File: config.mk
export PLATFORM = sky130hd
export DESIGN_NAME = mux_rr_pipe
export DESIGN_NICKNAME = d
export VERILOG_FILES = /design/src/rtl/mux_rr_pipe.sv
export SDC_FILE = /design/constraint.sdc
export NUM_CORES = 1
export LEC_CHECK = 0
export ABC_AREA = 1
export BUFFER_PORTS_ARGS = -buffer_cell sky130_fd_sc_hd__buf_2
export CORE_MARGIN = 2
export CORE_UTILIZATION = 46
export CTS_CLUSTER_SIZE = 14
export DETAILED_ROUTE_END_ITERATION = 12
export GPL_TIMING_DRIVEN = 0
export PLACE_DENSITY = 0.86
export SYNTH_ARGS = -nofsm -noshare
export SYNTH_HDL_FRONTEND = slang
export SYNTH_SLANG_ARGS = --single-unit
File: constraint.sdc
create_clock -name clk -period 4.8 [get_ports clk]
set_input_delay 0.24 -clock clk [delete_from_list [all_inputs] [get_ports clk]]
set_output_delay 0.24 -clock clk [all_outputs]
set_load 0.02 [all_outputs]
File: src/rtl/mux_rr_pipe.sv
// Round-robin N-channel multiplexer with a single registered output stage.
// Optional channel-index output is enabled by defining MUX_RR_PIPE_CHAN_ID_EN.
module mux_rr_pipe #(
  parameter int Nbits = 32,
  parameter int Nch   = 4
) (
  input  logic                   clk,
  input  logic                   rst_n,
  input  logic [Nch*Nbits-1:0]   data_i,
  input  logic [Nch-1:0]         valid_i,
  output logic [Nch-1:0]         ready_o,
  output logic [Nbits-1:0]       data_o,
  output logic                   valid_o,
  input  logic                   ready_i
`ifdef MUX_RR_PIPE_CHAN_ID_EN
  ,
  output logic [$clog2(Nch)-1:0] chan_o
`endif
);

  localparam int PW = $clog2(Nch);
  localparam logic [PW-1:0] PTR_RST = PW'(Nch - 1);

  // Channel index reached by stepping 'off' positions past p, wrapping at Nch.
  function automatic logic [PW-1:0] wrap_add(input logic [PW-1:0] p, input int off);
    int s;
    s = int'(p) + off;
    return PW'(s % Nch);
  endfunction

  logic [PW-1:0]    ptr_q, ptr_d;
  logic [Nbits-1:0] data_q, data_d;
  logic             valid_q, valid_d;
  logic [PW-1:0]    gnt_idx_s;
  logic             gnt_vld_s;
  logic             load_s;
  logic             in_xfer_s;
  logic [Nbits-1:0] sel_data_s;
  logic [Nch-1:0]   ready_s;

  // Round-robin search; scanning farthest-first lets the nearest requester win.
  always_comb begin
    gnt_vld_s = 1'b0;
    gnt_idx_s = '0;
    for (int i = Nch; i >= 1; i--) begin
      if (valid_i[wrap_add(ptr_q, i)]) begin
        gnt_vld_s = 1'b1;
        gnt_idx_s = wrap_add(ptr_q, i);
      end else begin
        gnt_vld_s = gnt_vld_s;
      end
    end
  end

  // Data steering for the granted channel.
  always_comb begin
    sel_data_s = '0;
    for (int k = 0; k < Nch; k++) begin
      if (gnt_idx_s == PW'(k)) begin
        sel_data_s = data_i[k*Nbits +: Nbits];
      end else begin
        sel_data_s = sel_data_s;
      end
    end
  end

  assign load_s    = ~valid_q | ready_i;
  assign in_xfer_s = load_s & gnt_vld_s;

  // One-hot accept, forced low while reset is asserted.
  always_comb begin
    ready_s = '0;
    for (int k = 0; k < Nch; k++) begin
      ready_s[k] = rst_n & in_xfer_s & (gnt_idx_s == PW'(k));
    end
  end

  assign ready_o = ready_s;

  // Output-stage next state: reload on accept, drain on output transfer, else hold.
  always_comb begin
    ptr_d   = ptr_q;
    data_d  = data_q;
    valid_d = valid_q;
    if (in_xfer_s) begin
      ptr_d   = gnt_idx_s;
      data_d  = sel_data_s;
      valid_d = 1'b1;
    end else if (valid_q && ready_i) begin
      valid_d = 1'b0;
    end else begin
      valid_d = valid_q;
    end
  end

  // Output-stage and pointer registers.
  always_ff @(posedge clk or negedge rst_n) begin
    if (!rst_n) begin
      ptr_q   <= PTR_RST;
      data_q  <= '0;
      valid_q <= 1'b0;
    end else begin
      ptr_q   <= ptr_d;
      data_q  <= data_d;
      valid_q <= valid_d;
    end
  end

  assign data_o  = data_q;
  assign valid_o = valid_q;

`ifdef MUX_RR_PIPE_CHAN_ID_EN
  logic [PW-1:0] chan_q, chan_d;

  // Channel index follows the data register's load enable.
  always_comb begin
    if (in_xfer_s) begin
      chan_d = gnt_idx_s;
    end else begin
      chan_d = chan_q;
    end
  end

  // Channel index register.
  always_ff @(posedge clk or negedge rst_n) begin
    if (!rst_n) begin
      chan_q <= '0;
    end else begin
      chan_q <= chan_d;
    end
  end

  assign chan_o = chan_q;
`endif

endmodule

==> results.md, run 1 <==
* HP Class: in -> async
* Hold Fails Final Rpt at 0
* Row count at 27
* Unrepaired setup endpoints after global routing: false
* Async set or reset register ratio after synthesis at 100%
* Synth area leader: dfrtp_1
* Setup TNS at 0 ps
* Worst EP arrival at 2640 ps
* Layout Nets at ~730
* Post-synthesis cell count at about 420
* Worst r2r src: ptr_q[0]
* Starting density of the core at 47.8%
* Area fraction of the dominant cell type after synthesis at a little under a third
* Vias at between 3,000 and 4,000
* Synth Area in Adders at 0%
* H-tree depth at 2
* Main combinational cell family by area after synthesis: simple AND/OR/NAND/NOR gates
* Max Cap Viol at 0
* Synth Area per Inst at 6.33 µm²
* Die W at 79.6 µm
* Fraction of layout cells with a size suffix above 1 at a little under two fifths
* Power Density at between 900 and 1000 mW/mm²
* Post-Route WL at 9.58 mm
* Vias/cell at about 5.2
* Setup CP Type: reg -> out
* Reg2reg path depth at 14
* Root buf cell: clkbuf_8
* DRT Pass-1 Iters at 5
* Period utilization at between 60 and 70%
* Synthesized netlist net count at 551
* Largest net degree at the start of global routing at 37
* Gpl congestion at between 0.9 and 1
* Cell Area, Synth at ~0.0026 mm²
* Synth cell types at 23
* Vias in the first global route at around 3,300
* Critical Path RT at between 4000 and 5000 ps
* DIE AREA at 0.00634 mm²
* Post-synth EDFFs at 0
* Post-synthesis sequential area ratio at 33.4%
* Fin cells at 667
* Worst-Margin Slew at 825 ps
* First-pass GRT wire length at ~15 mm
* Seq cells post-synth at 35
* Post-layout min period at 2880 ps
* Slew Limit Headroom at a little under half
* Inserted Clock Buffers at 5
* XOR/XNOR share of the synthesized area at 0%
* Count leader, synth: nand2_1
* Top-Level Pins at 172
* Total track usage at a little under a third
* TritonCTS clock tree: built
* HPWL after DPL at approximately 7.4 mm
* Post-CTS Resized at 0
* Final setup violation count at 0
* DRC at 0
* Compound-Gate Fraction of Synth Area at under 10%
* Worst-Skew Late Latency at ~300 ps
* Post-synthesis mux area share at 0%
* R2R setup slack at between 2000 and 3000 ps
* Grt ovf at 0
* Status: finished, final reports clean
* Die height at approximately 80 µm
* Port Buf Inserts at 171
* Post-route ant nets at 0
* Fraction of the mapped netlist area in simple logic gates at a little over half
* Static leakage at roughly 0.0021 µW
* Final Cell Area at approximately 0.0037 mm²
* Area grow syn2layout at 40.4%
* Dpl cell area at between 0.003 and 0.004 mm²
* RR Endpoint: data_o[7]
* Worst-path maximum fanout at 10
* Crit path launch type: register
* ANT cells at 0
* Worst Skew at between 8 and 9 ps
* Ys Warns at 0
* Maximum VDD drop at roughly 0.00086 V
* Clock Tree Buf Depth at 2
* Violation count after the first detailed-route iteration at roughly 190
* WL/cell at between 10 and 15 µm
* Setup bufs post-CTS at 0
* Setup crit end kind: primary output
* # fillers at between 500 and 600
* Initial antenna violation count at 0
* Synth Flop Type: dfrtp_1
* Cell Count Post-Placement at approximately 660
* Max Fclk at approximately 350 MHz
* Slew Limit Fails at 0
* Worst-path clk slew at 80 ps
* Clk sinks at 35
* Core footprint at about 0.0055 mm²
* Synth top area cells: dfrtp_1, nand2_1, nand3_1
* Hold_buf cts at 0
* Multi-input gate area at about 0.0015 mm²
* Sequential cell area at between 800 and 900 µm²
* Synth cell count leaders: nand2_1, nand3_1, nor2_1
-- how the worst max path moves through the flow --
stage	startpoint	endpoint	slack, ps
after detailed placement	ptr_q[0]	ready_o[2]	2300
after global placement	ptr_q[0]	ready_o[0]	2330
after CTS	ptr_q[0]	ready_o[2]	1970
after floorplan	ptr_q[0]	ready_o[0]	2530
after global routing	ptr_q[0]	ready_o[2]	1740
final	ptr_q[0]	ready_o[2]	1920
-- where the power goes --
| part | total, µW | internal [µW] | switching [µW] |
|---|---|---|---|
| logic | 2570 | 871 | 1700 |
| registers | 546 | 461 | 84.7 |
| clock network | 286 | 168 | 117 |
| total | 3400 | 1500 | 1900 |
-- per-stage QoR --
| stage | utilization [%] | power, µW | setup WS [ps] | hold slack, ps |
|---|---|---|---|---|
| 2_1_floorplan | - | 2380 | 2530 | -55.6 |
| 3_3_place_gp | 65.0 | 3030 | 2330 | 368 |
| 3_5_place_dp | 65.0 | 3100 | 2300 | 376 |
| 4_1_cts | 67.1 | 3380 | 1970 | 56.4 |
| 5_1_grt | 67.1 | 3690 | 1740 | 85.6 |
| 6_report | 67.1 | 3400 | 1920 | 27.7 |
-- kinds of logic after synthesis --
| family | count (synthesis) |
|---|---|
| AO/OA/AOI/OAI | 17 |
| buffers and inverters | 50 |
| flip-flops | 35 |
| AND/OR/NAND/NOR | 314 |
-- flip-flops by register name, summed over array words and instances, names as in the netlist --
register	cells
data_o	32
ptr_q	2
valid_o	1
-- critical path: stages, from the launching register on --
cell	delay, ps
dfstp_2	540
buf_6	130
inv_4	70
nand2_1	80
nand2_1	70
and2_1	180
nand4_1	90
nand2_1	110
inv_2	110
clkbuf_1	410
nand2_1	200
nor3_1	170
buf_2	200
-- cell type report --
cell class / count / share of cell area, %
Sequential cell: 35 / 23.8
Timing Repair Buffer: 171 / 23.2
Clock inverter: 2 / 0.948
Multi-Input combinational cell: 331 / 40.3
Clock buffer: 6 / 2.24
Inverter: 20 / 2.10
Buffer: 30 / 5.08
Tap cell: 72 / 2.44
-- placed cells by master, fill, tap and decap left out --
master / instances
nand2_2: 4
clkinv_2: 1
clkbuf_1: 8
dfrtp_1: 33
o21ai_0: 3
clkbuf_8: 6
nand3_1: 72
nor2_1: 45
buf_2: 183
o21ai_1: 10
inv_2: 5
nand3_4: 1
dfstp_2: 2
nor2_2: 2
bufinv_16: 1
nor3_1: 2
buf_4: 4
a21oi_1: 4
nand4_1: 31
inv_4: 1
nand2_4: 2
nand2_1: 153
inv_1: 14
buf_6: 6
and2_1: 1
nor2_4: 1
-- routing by layer --
layer / vias up / global-route usage (%) / share of wire (%)
li1: 1713 / - / -
met1: 1583 / 34.6 / 39
met2: 176 / 54.3 / 50
met3: 19 / 6.67 / 8.8
met4: 0 / 10.9 / 1.9
met5: - / 0 / 0
No activity file was read; power rests on OpenSTA's default activity.
==> run 2: changes to the inputs <==
Settings changed: ABC_AREA 1 to 0, CORE_UTILIZATION 46 to 43, PLACE_DENSITY 0.86 to 0.81.
Clock period 4.8 ns to 2.75 ns, I/O delays scaled along.
==> results.md, run 2 <==
* Status: finished, final reports clean
* Clk sinks at 35
* Starting density of the core at between 40% and 50%
* Slew Limit Fails at 0
* Post-layout min period at 2510 ps
* Synth Area per Inst at 9.29 µm²
* Worst Skew at between 7 and 8 ps
* Layout Nets at 600
* Post-route ant nets at 0
* Setup crit end kind: primary output
* Worst-Skew Late Latency at just under 300 ps
* Area fraction of the dominant cell type after synthesis at between 30% and 40%
* HP Class: in -> reg
* Max Fclk at 398 MHz
* Vias/cell at between 5 and 6
* Cell Area, Synth at approximately 0.0027 mm²
* Clock Tree Buf Depth at 2
* Grt ovf at 0
* Vias in the first global route at 2,978
* Hold Fails Final Rpt at 0
* Slew Limit Headroom at 42.3%
* # fillers at around 550
* Area grow syn2layout at 39.9%
* DIE AREA at roughly 0.0068 mm²
* Setup ws final at 239 ps
* Post-synth EDFFs at 0
* Ys Warns at 0
* Die height at 82.6 µm
* Worst EP arrival at roughly 2400 ps
* Gpl congestion at about 0.8
* WL/cell at about 16 µm
* Setup CP Type: reg -> out
* Initial antenna violation count at 0
* DRC at 0
* Die W at 82.6 µm
* Root buf cell: clkbuf_8
* Post-Route WL at between 8 and 9 mm
* Commonest cells after routing, fill and taps aside: buf_2, nand3_1, mux2i_1, dfrtp_1, a211oi_1
* Synth top area cells: dfrtp_1, mux2i_1, nand3_1
* Core footprint at between 0.005 and 0.006 mm²
* Critical Path RT at roughly 2600 ps
* Post-CTS Resized at 0
* Top-Level Pins at roughly 170
* Static leakage at approximately 0.0018 µW
* Row count at 28
* First-pass GRT wire length at ~14 mm
* Setup TNS at 0 ps
* Worst-path clk slew at 80 ps
* Worst-path maximum fanout at 10
* Hold_buf cts at 1
* Crit path launch type: register
* Commonest non-fill, non-tap cell in the layout: buf_2
* Post-synthesis cell count at roughly 290
* Cell Count Post-Placement at ~530
* Port Buf Inserts at between 150 and 200
* Setup bufs post-CTS at 0
* Power Density at 620 mW/mm²
* Violation count after the first detailed-route iteration at 193
* DRT Pass-1 Iters at 4
* Worst hold slack at about 180 ps
* Post-synthesis sequential area ratio at between 30% and 40%
* Final setup violation count at 0
* Number of flip-flops in the largest register at 32
* Fin cells at 541
* H-tree depth at 2
* Synth cell count leaders: nand3_1, dfrtp_1, mux2i_1
* TritonCTS clock tree: built
* Async set or reset register ratio after synthesis at 100%
* Inserted Clock Buffers at 5
* Max Cap Viol at 0
* Pre-CTS setup slack at roughly 450 ps
* ANT cells at 0
* Fraction of layout cells with a size suffix above 1 at around half
* Total track usage at 25.7%
* Largest net degree at the start of global routing at 38
* Synth Flop Type: dfrtp_1
* HPWL after DPL at 6.80 mm
* Maximum VDD drop at approximately 0.00034 V
* Synth cell types at 30
* Count leader, synth: nand3_1
* Seq cells post-synth at 35
* Worst-Margin Slew at a little under 900 ps
* Synthesized netlist net count at between 400 and 500
* Synth area leader: dfrtp_1
* Unrepaired setup endpoints after global routing: false
* Period utilization at 91.3%
* Vias at a little under 3,000
-- run 2: worst paths after layout --
check                      cells after the start  slack (ps)  startpoint          to
setup reg to reg                               6         450    ptr_q[1]  data_o[25]
hold / removal                                 3         180     ready_i     valid_o
max in group asynchronous                      2        1710       rst_n   data_o[9]
min in group asynchronous                      2         500       rst_n   data_o[3]
setup / recovery                               6         240    ptr_q[1]  ready_o[3]
hold reg to reg                                2         480   data_o[7]   data_o[7]
-- run 2: area by class of cell --
| class | count | area [µm²] | share of cell area [%] |
|---|---|---|---|
| Inverter | 14 | 52.6 | 1.41 |
| Clock buffer | 8 | 100 | 2.69 |
| Tap cell | 75 | 93.8 | 2.52 |
| Sequential cell | 35 | 878 | 23.6 |
| Multi-Input combinational cell | 209 | 1550 | 41.8 |
| Timing Repair Buffer | 172 | 866 | 23.3 |
| Buffer | 28 | 173 | 4.64 |
-- run 2: layer usage --
layer	wire length (µm)	GRT usage, %	part of all wire, %	vias to the layer above
li1	-	-	-	1417
met1	3580	31.0	41	1391
met2	4420	46.0	51	121
met3	496	4.57	5.7	18
met4	186	9.02	2.1	0
met5	0	0	0	-
-- run 2: stage by stage --
step           total power (µW)  util (%)  area (µm²)
2_1_floorplan              1500         -        2660
3_3_place_gp               1860      60.6        3610
3_5_place_dp               1890      60.6        3610
4_1_cts                    2320      62.4        3720
5_1_grt                    2440      62.4        3720
6_report                   2300      62.4        3720
-- run 2: cell families after synthesis --
logic type | count (synthesis) | synth area share, %
simple gates | 93 | 16.1
mux | 53 | 20.9
compound gates | 63 | 21.4
buf+inv | 42 | 8.47
flops | 35 | 33.1
-- run 2: report_power, final --
| group | internal [µW] | switching, µW |
|---|---|---|
| registers | 662 | 78.9 |
| clock network | 229 | 193 |
| logic | 474 | 668 |
| total | 1360 | 940 |
-- run 2: critical path, cell delays in order (launching register included) --
cell,delay (ps)
dfstp_2,610
nand3b_1,140
a31oi_4,340
clkbuf_1,450
nand3_1,200
nor2_1,170
buf_2,190
